--- config.mk ---
export PLATFORM = sky130hd
export DESIGN_NAME = gen_for_seq
export DESIGN_NICKNAME = d
export VERILOG_FILES = /design/src/rtl/gen_for_seq.sv
export SDC_FILE = /design/constraint.sdc
export NUM_CORES = 1
export LEC_CHECK = 0
export CORE_MARGIN = 2
export CORE_UTILIZATION = 49
export DETAILED_ROUTE_END_ITERATION = 16
export GPL_TIMING_DRIVEN = 1
export MAX_ROUTING_LAYER = met4
export PLACE_DENSITY = 0.86
export SLEW_MARGIN = 20
export SYNTH_ARGS = -nofsm -noshare
export SYNTH_HDL_FRONTEND = slang
export SYNTH_SLANG_ARGS = --single-unit
--- constraint.sdc ---
create_clock -name CLK -period 3.8 [get_ports CLK]
set_clock_uncertainty 0.1 [all_clocks]
set_input_delay 0.76 -clock CLK [delete_from_list [all_inputs] [get_ports CLK]]
set_output_delay 0.76 -clock CLK [all_outputs]
set_load 0.02 [all_outputs]
--- src/rtl/gen_for_seq.sv ---
// Sequential GenForEnt accumulator: one shared add/sub unit is reused over COUNT
// cycles, with valid/ready handshakes on the operand and result sides.
module gen_for_seq #(
    parameter int NBITS  = 8,
    parameter int COUNT  = 4,
    parameter int INIT   = 1,
    parameter int OFFSET = 17
) (
    input  logic             CLK,
    input  logic             RST_N,
    input  logic             IN_VALID,
    output logic             IN_READY,
    input  logic [NBITS-1:0] A,
    input  logic [NBITS-1:0] B,
    output logic             OUT_VALID,
    input  logic             OUT_READY,
    output logic [NBITS-1:0] XOUT,
    output logic             BUSY,
    output logic [7:0]       ITER
);

    localparam logic [1:0] S_IDLE = 2'd0;
    localparam logic [1:0] S_RUN  = 2'd1;
    localparam logic [1:0] S_DONE = 2'd2;

    localparam logic [NBITS-1:0] INIT_V    = NBITS'(INIT);
    localparam logic [NBITS-1:0] OFFSET_V  = NBITS'(OFFSET);
    localparam logic [7:0]       LAST_ITER = 8'(COUNT - 1);

    logic [1:0]       r_state;
    logic [NBITS-1:0] r_acc;
    logic [7:0]       r_iter;
    logic [NBITS-1:0] r_a;
    logic [NBITS-1:0] r_b;
    logic [NBITS-1:0] r_xout;
    logic             r_outValid;

    logic [NBITS-1:0] w_term;
    logic [NBITS-1:0] w_sum;

    // Even iterations add A+B, odd iterations add A-B; both wrap mod 2^NBITS.
    assign w_term = r_iter[0] ? (r_a - r_b) : (r_a + r_b);
    assign w_sum  = r_acc + w_term;

    always_ff @(posedge CLK or negedge RST_N) begin
        if (!RST_N) begin
            r_state    <= S_IDLE;
            r_acc      <= '0;
            r_iter     <= '0;
            r_a        <= '0;
            r_b        <= '0;
            r_xout     <= '0;
            r_outValid <= 1'b0;
        end else begin
            case (r_state)
                S_IDLE: begin
                    if (IN_VALID) begin
                        r_a     <= A;
                        r_b     <= B;
                        r_acc   <= INIT_V;
                        r_iter  <= '0;
                        r_state <= S_RUN;
                    end
                end
                S_RUN: begin
                    r_acc <= w_sum;
                    if (r_iter == LAST_ITER) begin
                        r_xout     <= w_sum - OFFSET_V;
                        r_outValid <= 1'b1;
                        r_iter     <= '0;
                        r_state    <= S_DONE;
                    end else begin
                        r_iter <= r_iter + 8'd1;
                    end
                end
                S_DONE: begin
                    if (OUT_READY) begin
                        r_outValid <= 1'b0;
                        r_state    <= S_IDLE;
                    end
                end
                default: begin
                    r_outValid <= 1'b0;
                    r_state    <= S_IDLE;
                end
            endcase
        end
    end

    assign IN_READY  = (r_state == S_IDLE);
    assign BUSY      = (r_state == S_RUN);
    assign OUT_VALID = r_outValid;
    assign XOUT      = r_xout;
    assign ITER      = r_iter;

endmodule

# Yosys cells after proc, flatten, opt, wreduce, memory -nomap -nowiden

Cells that the tools add are included.

Input bits: 20
Memories kept: 0
Latch bits: 0
RAM bits: 0
Flip-flop bits (word level): 43
Output and inout port bits: 19
ROM bits: 0

Mux-type cells: 13
Shifts and indexed selects: 0
Add/sub/neg operators: 5
Eq/ne operators: 6
Bitwise operators: 1
Divide/modulo/power cells: 0
Reduce and logical (&&, ||, !) cells: 7
$lt $le $gt $ge: 0
Multiply operators: 0

Operator list:

| kind                                                   | count |
|---|---|
| two-way mux 8 bit                                      | 4 |
| case mux 8 bit (2 select lines)                        | 2 |
| adder 8 bit                                            | 2 |
| adder 8 x 1 -> 8 bit (second input constant)           | 1 |
| == test 8 x 2 -> 1 bit (second input constant)         | 1 |
| subtractor 8 x 5 -> 8 bit (second input constant)      | 1 |
| subtractor 8 bit                                       | 1 |
| two-way mux 2 bit                                      | 3 |
| case mux 2 bit (3 select lines)                        | 1 |
| AND reduction 2 bit                                    | 3 |
| AND reduction 3 bit                                    | 2 |
| inequality test 2 bit (second input constant)          | 2 |
| case mux 1 bit (3 select lines)                        | 1 |
| == test 2 x 1 -> 1 bit (second input constant)         | 1 |
| == test 2 bit (second input constant)                  | 1 |
| zero test 2 bit                                        | 1 |
| two-way mux 1 bit                                      | 2 |
| inequality test 2 x 1 -> 1 bit (second input constant) | 1 |
| nonzero test 2 bit                                     | 1 |
| inverter 1 bit                                         | 1 |

# Logic depth before layout (Yosys ltp)

Gate-level depths: netlist of run 1.

Depth in word-level cells: 4
Gate-level depth with buffers: 18
Depth with buffers taken out: 18

# Least setup slack after synthesis of run 1

OpenSTA, ideal clock, no wires.

Kind: reg2reg
From: reg r_iter[0] (netlist: ITER[0])
To: reg r_xout[7] (netlist: XOUT[7])
Slack: 0.048 ns
Clock period less this slack: 3.752 ns
Data required time: 3.575 ns
Arrival time: 3.527 ns
Setup time: 0.125 ns
Cell stages (with the launch flop): 18
Cell sequence: dfrtp_1 clkbuf_1 mux2_2 inv_1 ha_1 nor2b_1 o21a_1 o21ai_0 nand2b_1 a21oi_1 xnor2_1 ha_1 o21a_1 a21o_1 a21oi_2 xnor3_1 xnor2_1 o21ai_1

Cells in the longest elaborated chain, start to end: 3

RTL lines:

| item                      | line | RTL |
|---|---|---|
| start, declared           | 32   | `logic [7:0] r_iter;` |
| start signal, assigned    | 73   | `r_iter <= r_iter + 8'd1;` |
| two-way mux 8 bit         | 42   | `assign w_term = r_iter[0] ? (r_a - r_b) : (r_a + r_b);` |
| adder 8 bit               | 43   | `assign w_sum = r_acc + w_term;` |
| subtractor 8 x 5 -> 8 bit | 68   | `r_xout <= w_sum - OFFSET_V;` |
| end signal, assigned      | 68   |  |
| end, declared             | 35   | `logic [NBITS-1:0] r_xout;` |

Parallel ways exist; a longest one is shown, timed or not.
A chain may end at the register's enable or synchronous reset.

# Worst setup path in the final report of run 1

From: reg r_b[0]
To: reg r_xout[6] (netlist: XOUT[6])

Cells in the longest elaborated chain, start to end: 4

RTL lines:

| item                                            | line | RTL |
|---|---|---|
| start, declared                                 | 34   | `logic [NBITS-1:0] r_b;` |
| start signal, assigned                          | 51   | `r_b <= '0;` |
| start signal, assigned                          | 59   | `r_b <= B;` |
| adder 8 bit or subtractor 8 bit (tied branches) | 42   |  |
| two-way mux 8 bit *                             | 42   |  |
| adder 8 bit *                                   | 43   |  |
| subtractor 8 x 5 -> 8 bit *                     | 68   |  |

Every way passes the cells marked *; elsewhere a longest branch is shown, timed or not.

==> results of run 1 <==
==> logic make-up (layout without fill, tap and decap cells) <==
logic type	count (synthesis)	in the layout	share of synthesized area (%)
adders and majority gates	19	19	9.98
xor gates and xnor gates	23	23	8.49
DFF	43	43	42.5
AOI/OAI and AO/OA	73	73	17.2
muxes	10	10	4.44
buffers and inverters	25	66	4.10
and+or+nand+nor	75	75	13.3
==> worst paths after layout <==
| path | from | end | slack (ps) | depth (start not counted) |
|---|---|---|---|---|
| hold reg to reg | XOUT[6]$_DFFE_PN0P_ | XOUT[6]$_DFFE_PN0P_ | 380 | 2 |
| min in group asynchronous | RST_N | r_acc[4]$_DFFE_PN0P_ | 500 | 1 |
| hold / removal | XOUT[6]$_DFFE_PN0P_ | XOUT[6]$_DFFE_PN0P_ | 380 | 2 |
| setup reg to reg | r_b[0]$_DFFE_PN0P_ | XOUT[6]$_DFFE_PN0P_ | 220 | 17 |
| setup / recovery | r_b[0]$_DFFE_PN0P_ | XOUT[6]$_DFFE_PN0P_ | 220 | 17 |
| max in group asynchronous | RST_N | r_b[4]$_DFFE_PN0P_ | 2520 | 1 |
==> repair_timing <==
| item | 4_1_cts | 5_1_grt |
|---|---|---|
| pin swaps | 0 | 2 |
| gates resized for setup | 1 | 1 |
| setup endpoints to repair | 1 | 2 |
| hold buffers | 0 | 0 |
| cloned | 0 | 0 |
==> routing by layer <==
layer / up-vias / part of all wire (%) / global-route usage [%]
met1: 950 / 46 / 22.2
met4: 0 / 1.8 / 7.09
met5: - / 0 / -
met3: 8 / 3.3 / 3.57
met2: 39 / 49 / 31.7
li1: 998 / - / -
==> registers in the layout, summed over array words and instances, names as in the netlist <==
signal / flops
ITER: 8
OUT_VALID: 1
XOUT: 8
r_a: 8
r_acc: 8
r_b: 8
r_state: 2
==> cell type report <==
type / instances / area (sq um) / share of cell area (%)
tap: 70 / 87.6 / 2.86
clock inverter: 3 / 15.0 / 0.490
clock buffer: 5 / 68.8 / 2.24
multi-input combinational: 200 / 1360 / 44.3
sequential: 43 / 1080 / 35.1
timing repair buffer: 41 / 398 / 13.0
inverter: 17 / 63.8 / 2.08
==> through the flow <==
| stage | worst slack (ps) | cell area [sq um] | cells | hold slack (ps) |
|---|---|---|---|---|
| final | 221 | 3070 | 379 | 379 |
| after global routing | -4.03 | 3070 | 379 | 421 |
| after CTS | 36.4 | 3060 | 379 | 387 |
| after detailed placement | -9.51 | 2980 | 371 | 369 |
| after global placement | 118 | 2980 | 371 | 361 |
| after floorplan | 48.1 | 2530 | 268 | 364 |
==> tightest hold or removal path, cell delays in order (launching register included) <==
cell and delay (ps):
sky130_fd_sc_hd__dfrtp_1 340, sky130_fd_sc_hd__nand2_1 40, sky130_fd_sc_hd__o21ai_0 60
==> cell usage after synthesis, types with 2 or more instances <==
library cell and count:
sky130_fd_sc_hd__a21o_1 2, sky130_fd_sc_hd__nor2_1 16, sky130_fd_sc_hd__fa_1 2, sky130_fd_sc_hd__nand3_1 6, sky130_fd_sc_hd__o21a_1 5, sky130_fd_sc_hd__buf_2 2
sky130_fd_sc_hd__o21ai_1 7, sky130_fd_sc_hd__inv_1 17, sky130_fd_sc_hd__a21oi_1 9, sky130_fd_sc_hd__o22ai_1 4, sky130_fd_sc_hd__nand2_1 35, sky130_fd_sc_hd__clkbuf_1 5
sky130_fd_sc_hd__xnor2_1 15, sky130_fd_sc_hd__o21ai_0 32, sky130_fd_sc_hd__ha_1 17, sky130_fd_sc_hd__nor3_1 3, sky130_fd_sc_hd__mux2_2 10, sky130_fd_sc_hd__a31oi_1 3
sky130_fd_sc_hd__xor2_1 7, sky130_fd_sc_hd__o31ai_1 2, sky130_fd_sc_hd__nand2b_1 5, sky130_fd_sc_hd__dfrtp_1 43, sky130_fd_sc_hd__nor2b_1 3
==> summary.txt, run 1 <==
Synth
  – Number of storage elements in the synthesis netlist: 43
  – Share of async-settable or async-resettable flops after synthesis: 100%
  – Ys Warns: 0
  – Dominant register cell in the synthesized netlist: sky130_fd_sc_hd__dfrtp_1
  – Proportion of synthesized chip area in sequential cells: 42.5%
  – Dominant cell type by area after synthesis: sky130_fd_sc_hd__dfrtp_1
  – Nets in the synthesized netlist: 307
  – Post-synth top area share: 42.5%
  – Mapped Avg Cell Area: 9.45 sq um
  – Synth Cell Area: 2530 sq um
  – Mapped Cells: 268
  – Cell variety after synth: 41
  – Number of enable flip-flop cells after synthesis: 0
  – Top post-synthesis cells by area: sky130_fd_sc_hd__dfrtp_1 42%, sky130_fd_sc_hd__ha_1 8.4%, sky130_fd_sc_hd__o21ai_0 6.3%, sky130_fd_sc_hd__nand2_1 5.2%, sky130_fd_sc_hd__xnor2_1 5.2%

Setup path
  – Category of the worst setup path capture point: flop
  – CP Launch Type: flop
  – Cell mode on critical path: sky130_fd_sc_hd__o21a_1
  – Worst path buffer plus inverter count: 2
  – Largest driver fanout on the critical path: 4
  – Critical path class: reg2reg
  – CP max-delay cell: sky130_fd_sc_hd__dfrtp_1
  – Critical path, cell by cell: inv_1 -> ha_1 -> mux2_2 -> inv_1 -> ha_1 -> nor2b_1 -> o21a_1 -> nor2_1 -> xnor2_1 -> ha_1 -> o21a_1 -> o31a_1 -> o21a_1 -> o21a_1 -> or2_1 -> xnor2_1 -> o21ai_0
  – Endpoint required time on the critical path: 3870 ps
  – Peak per-stage delay on the critical path: 370 ps
  – CP Data Arrival Time: 3650 ps
  – Largest delay contributor family on the critical path: compound AO/OA/AOI/OAI gates

Global route
  – Global-route wire length before repair: 8500 microns
  – Initial antenna violation count: 0
  – Via count of the first global-routing pass: 1941
  – Largest net degree at the start of global routing: 44
  – Overall fraction of global-route tracks in use: 18.7%
  – Overall overflow remaining after global route: 0

Route
  – Mean number of vias per cell: 5.26
  – Detailed-route DRC error count: 0
  – Total Wirelength: 4940 microns
  – DR pass1 iterations: 4
  – Post-DR wirelength/cell: 13.0 microns
  – DRC violation total after the first TritonRoute iteration: 102
  – Total number of vias: 1995
  – Detail Route Antenna Nets: 0

Clocking
  – CTS sink count: 43
  – Clock-pin slew on the worst setup and hold paths: 80 ps
  – Clock tree from TritonCTS: yes
  – Setup Fix Bufs, Post-CTS: 0
  – Number of buffers on the longest clock path: 2
  – Master cell of the clock root buffer: sky130_fd_sc_hd__clkbuf_8
  – CTS H-tree depth: 2
  – Number of buffers created by CTS: 5
  – Clk_lat worst skew: 300 ps

Floorplan
  – Die height: 75.9 microns
  – Die W: 75.9 microns
  – Number of rows in the core area: 26
  – Area of the die: 5760 sq um
  – Core footprint: 5040 sq um
  – Number of top-level design ports: 39
  – Starting Density: 50.2%

STA
  – Final worst-path cycle share: 94.2%
  – Transition time of the tightest slew-check pin: 945 ps
  – Relative max-transition margin: 37.0%
  – Final count of hold timing violations: 0
  – Shortest period the worst path allows: 3580 ps
  – Total Neg Setup Slack: 0 ps
  – Count of final setup violators: 0
  – Final slew viol count: 0
  – Fmax: 279 MHz

Finish
  – Final-layout fill cell count: 437
  – Inserted Diodes: 0
  – Leading cell type in the layout, fill and taps excluded: sky130_fd_sc_hd__dfrtp_1
  – Layout Utilization: 60.8%
  – Most frequent cells in the layout: 43 x sky130_fd_sc_hd__dfrtp_1, 37 x sky130_fd_sc_hd__clkdlybuf4s50_1, 35 x sky130_fd_sc_hd__nand2_1
  – Share of cells above drive strength 1: 9.39%
  – Area Growth Syn to Fin: 21.0%
  – Final layout net count: 347

Run
  – Number of violations of the max-capacitance limit: 0

Worst hold path
  – Worst hold path class: reg2reg

Place
  – Port-buffer cells: 38
  – Final HPWL DP: 3660 microns
  – Last weighted congestion value of the routability-driven placer: 0.860

Status
  – Result of the run: completed
Power of run 1 is left out: the tool's default activity adds up to more than one toggle a clock period on the data nets, which glitch-free logic cannot reach.
==> run 2: changes to the inputs <==
--- a/config.mk
+++ b/config.mk
@@ -5,7 +5,7 @@
 export SDC_FILE = /design/constraint.sdc
 export NUM_CORES = 1
 export LEC_CHECK = 0
-export CORE_MARGIN = 2
+export CORE_MARGIN = 8
 export CORE_UTILIZATION = 49
 export DETAILED_ROUTE_END_ITERATION = 16
 export GPL_TIMING_DRIVEN = 1
==> run 2 against run 1 <==
  * Flip-flop and latch count is the same
  * Via count up 0.15%
  * Utilization is 0.074 points higher
  * Routed wire length grew 7.6%
  * Register-to-register slack hardly changed
  * Non-clock buffer count rose by 1
  * Global-route usage fell by 2.8 points
  * Final area is 0.12% higher
  * Critical path type unchanged
  * Critical endpoint is now XOUT[7]$_DFFE_PN0P_
==> summary.txt, run 2 (same netlist as run 1, synthesis figures left out) <==
Setup path
  – CP max-delay cell: sky130_fd_sc_hd__dfrtp_1
  – CP Data Arrival Time: 3640 ps (about the same)
  – Largest driver fanout on the critical path: 3 (-1)
  – Cell mode on critical path: sky130_fd_sc_hd__ha_1
  – Category of the worst setup path capture point: flop
  – Startpoint of the worst-slack reg-to-reg timing path: r_b[1]$_DFFE_PN0P_
  – Worst path buffer plus inverter count: 2 (unchanged)
  – Crit. Startpoint: r_b[1]$_DFFE_PN0P_
  – Endpoint required time on the critical path: 3870 ps (about the same)
  – Largest delay contributor family on the critical path: compound AO/OA/AOI/OAI gates
  – CP Launch Type: flop
  – Critical path class: reg2reg
  – Critical path, cell by cell: inv_1 -> ha_1 -> mux2_2 -> inv_1 -> ha_1 -> nor2b_1 -> o21a_1 -> o21ai_1 -> nand2b_1 -> a21oi_1 -> xnor2_1 -> ha_1 -> o21a_1 -> a21o_1 -> a21oi_2 -> xnor3_1 -> xnor2_1 -> o21ai_1
  – Peak per-stage delay on the critical path: 380 ps (about the same)

Route
  – Post-DR wirelength/cell: 14.0 microns (+7.3%)
  – Detailed-route DRC error count: 0 (unchanged)
  – Detail Route Antenna Nets: 0 (unchanged)
  – DRC violation total after the first TritonRoute iteration: 109 (+6.9%)
  – DR pass1 iterations: 4 (unchanged)
  – Total Wirelength: 5320 microns (+7.6%)
  – Mean number of vias per cell: 5.26 (-0.11%)
  – Total number of vias: 1998 (+0.15%)

STA
  – Setup repair after global routing missed its margin: true
  – Final worst-path cycle share: 94.1% (about the same)
  – Fmax: 280 MHz (about the same)
  – Final count of hold timing violations: 0 (unchanged)
  – Final slew viol count: 0 (unchanged)
  – Count of final setup violators: 0 (unchanged)
  – Relative max-transition margin: 57.1% (+20 points)
  – Shortest period the worst path allows: 3580 ps (-3.21 ps)
  – Transition time of the tightest slew-check pin: 641 ps (-304 ps)

Finish
  – Most frequent cells in the layout: 43 x sky130_fd_sc_hd__dfrtp_1, 37 x sky130_fd_sc_hd__clkdlybuf4s50_1, 35 x sky130_fd_sc_hd__nand2_1
  – Share of cells above drive strength 1: 8.71% (-0.68 points)
  – Area Growth Syn to Fin: 21.2%
  – Inserted Diodes: 0 (unchanged)
  – Leading cell type in the layout, fill and taps excluded: sky130_fd_sc_hd__dfrtp_1
  – Final cell area excluding filler cells: 3070 sq um (+0.12%)
  – Final layout net count: 348 (+0.29%)

Place
  – Last weighted congestion value of the routability-driven placer: 0.809 (-6.0%)
  – Total placed instance area: 2980 sq um (unchanged)
  – Final HPWL DP: 3990 microns (+9.2%)
  – Port-buffer cells: 38 (unchanged)

Clocking
  – Number of buffers created by CTS: 5 (unchanged)
  – Clk_lat worst skew: 300 ps (about the same)
  – Master cell of the clock root buffer: sky130_fd_sc_hd__clkbuf_8
  – Number of buffers on the longest clock path: 2 (unchanged)
  – CTS sink count: 43 (unchanged)
  – CTS H-tree depth: 2 (unchanged)
  – Clock tree from TritonCTS: yes
  – Clock-pin slew on the worst setup and hold paths: 80 ps (about the same)

Global route
  – Global-route track usage on met1: 17.9% (-4.3 points)
  – Met3 track demand over resource in global routing: 3.47% (-0.10 points)
  – Overall overflow remaining after global route: 0 (unchanged)
  – Overall fraction of global-route tracks in use: 15.9% (-2.8 points)
  – Largest net degree at the start of global routing: 44 (unchanged)
  – Global routing met2 resource utilization: 26.9% (-4.7 points)
  – Global-route wire length before repair: 9340 microns (+9.8%)
  – Global routing's busiest layer: met2
  – Via count of the first global-routing pass: 2086 (+7.5%)
  – Initial antenna violation count: 0 (unchanged)

Floorplan
  – Starting Density: 50.2% (unchanged)
  – Number of top-level design ports: 39 (unchanged)
  – Number of rows in the core area: 26 (unchanged)
  – Area of the die: 7730 sq um (+34%)
  – Die height: 87.9 microns (+16%)
  – Core footprint: 5040 sq um (unchanged)
  – Die W: 87.9 microns (+16%)

Worst hold path
  – Worst hold path class: in2async

Run
  – Number of violations of the max-capacitance limit: 0 (unchanged)

Status
  – Result of the run: completed
run 2: cell types whose count changed in the layout (fill, tap and decap cells not counted):
cell,delta
sky130_fd_sc_hd__a21oi_1,+1
sky130_fd_sc_hd__buf_4,+2
sky130_fd_sc_hd__a21oi_2,-1
sky130_fd_sc_hd__clkbuf_1,+2
sky130_fd_sc_hd__clkinv_2,-2
sky130_fd_sc_hd__buf_2,-1
run 2: path summary, 6_finish.rpt:
kind | end | cells past startpoint | slack, ps
max | XOUT[7]$_DFFE_PN0P_ | 18 | 220
min | OUT_VALID$_DFFE_PN0P_ | 1 | 350
max reg2reg | XOUT[7]$_DFFE_PN0P_ | 18 | 220
min reg2reg | XOUT[3]$_DFFE_PN0P_ | 2 | 380
max in group asynchronous | r_a[5]$_DFFE_PN0P_ | 1 | 2890
min in group CLK | XOUT[3]$_DFFE_PN0P_ | 2 | 380
run 2: what timing repair did:
| action | CTS | global route |
|---|---|---|
| setup buffers | 0 | 1 |
| gates resized for setup | 1 | 0 |
| endpoints found under the setup margin | 1 | 3 |
| pin swaps | 0 | 1 |
| hold buffers | 0 | 0 |
run 2: per-layer routing:
layer  wire [microns]  up-vias
li1                 -     1000
met1             2360      950
met2             2670       43
met3              213        5
met4               79        0
met5                0        -
run 2: layout make-up:
cell class | count | area, sq um
timing repair buffer | 42 | 408
clock buffer | 7 | 76.3
sequential | 43 | 1080
fill | 460 | 1970
inverter | 17 | 63.8
clock inverter | 1 | 5.00
multi-input combinational | 200 | 1350
tap | 70 | 87.6
run 2: through the flow:
step | std cells | setup WS, ps | hold WS [ps] | TNS [ps] | util (%)
CTS | 379 | 11.6 | 388 | 0 | 60.7
global route | 380 | -15.3 | 392 | -29.9 | 60.9
global placement | 371 | 119 | 361 | 0 | 59.1
detailed placement | 371 | -17.5 | 370 | -17.5 | 59.1
finish | 380 | 225 | 349 | 0 | 60.9
floorplan | 268 | 48.1 | 364 | 0 | -
run 2: worst register-to-register path: stages (launching register included):
cell	delay [ps]
sky130_fd_sc_hd__dfrtp_1	380
sky130_fd_sc_hd__inv_1	60
sky130_fd_sc_hd__ha_1	260
sky130_fd_sc_hd__mux2_2	290
sky130_fd_sc_hd__inv_1	60
sky130_fd_sc_hd__ha_1	210
sky130_fd_sc_hd__nor2b_1	130
sky130_fd_sc_hd__o21a_1	180
sky130_fd_sc_hd__o21ai_1	160
sky130_fd_sc_hd__nand2b_1	70
sky130_fd_sc_hd__a21oi_1	170
sky130_fd_sc_hd__xnor2_1	130
sky130_fd_sc_hd__ha_1	280
sky130_fd_sc_hd__o21a_1	130
sky130_fd_sc_hd__a21o_1	180
sky130_fd_sc_hd__a21oi_2	140
sky130_fd_sc_hd__xnor3_1	260
sky130_fd_sc_hd__xnor2_1	180
sky130_fd_sc_hd__o21ai_1	70
Power of run 2 is left out for the same reason.
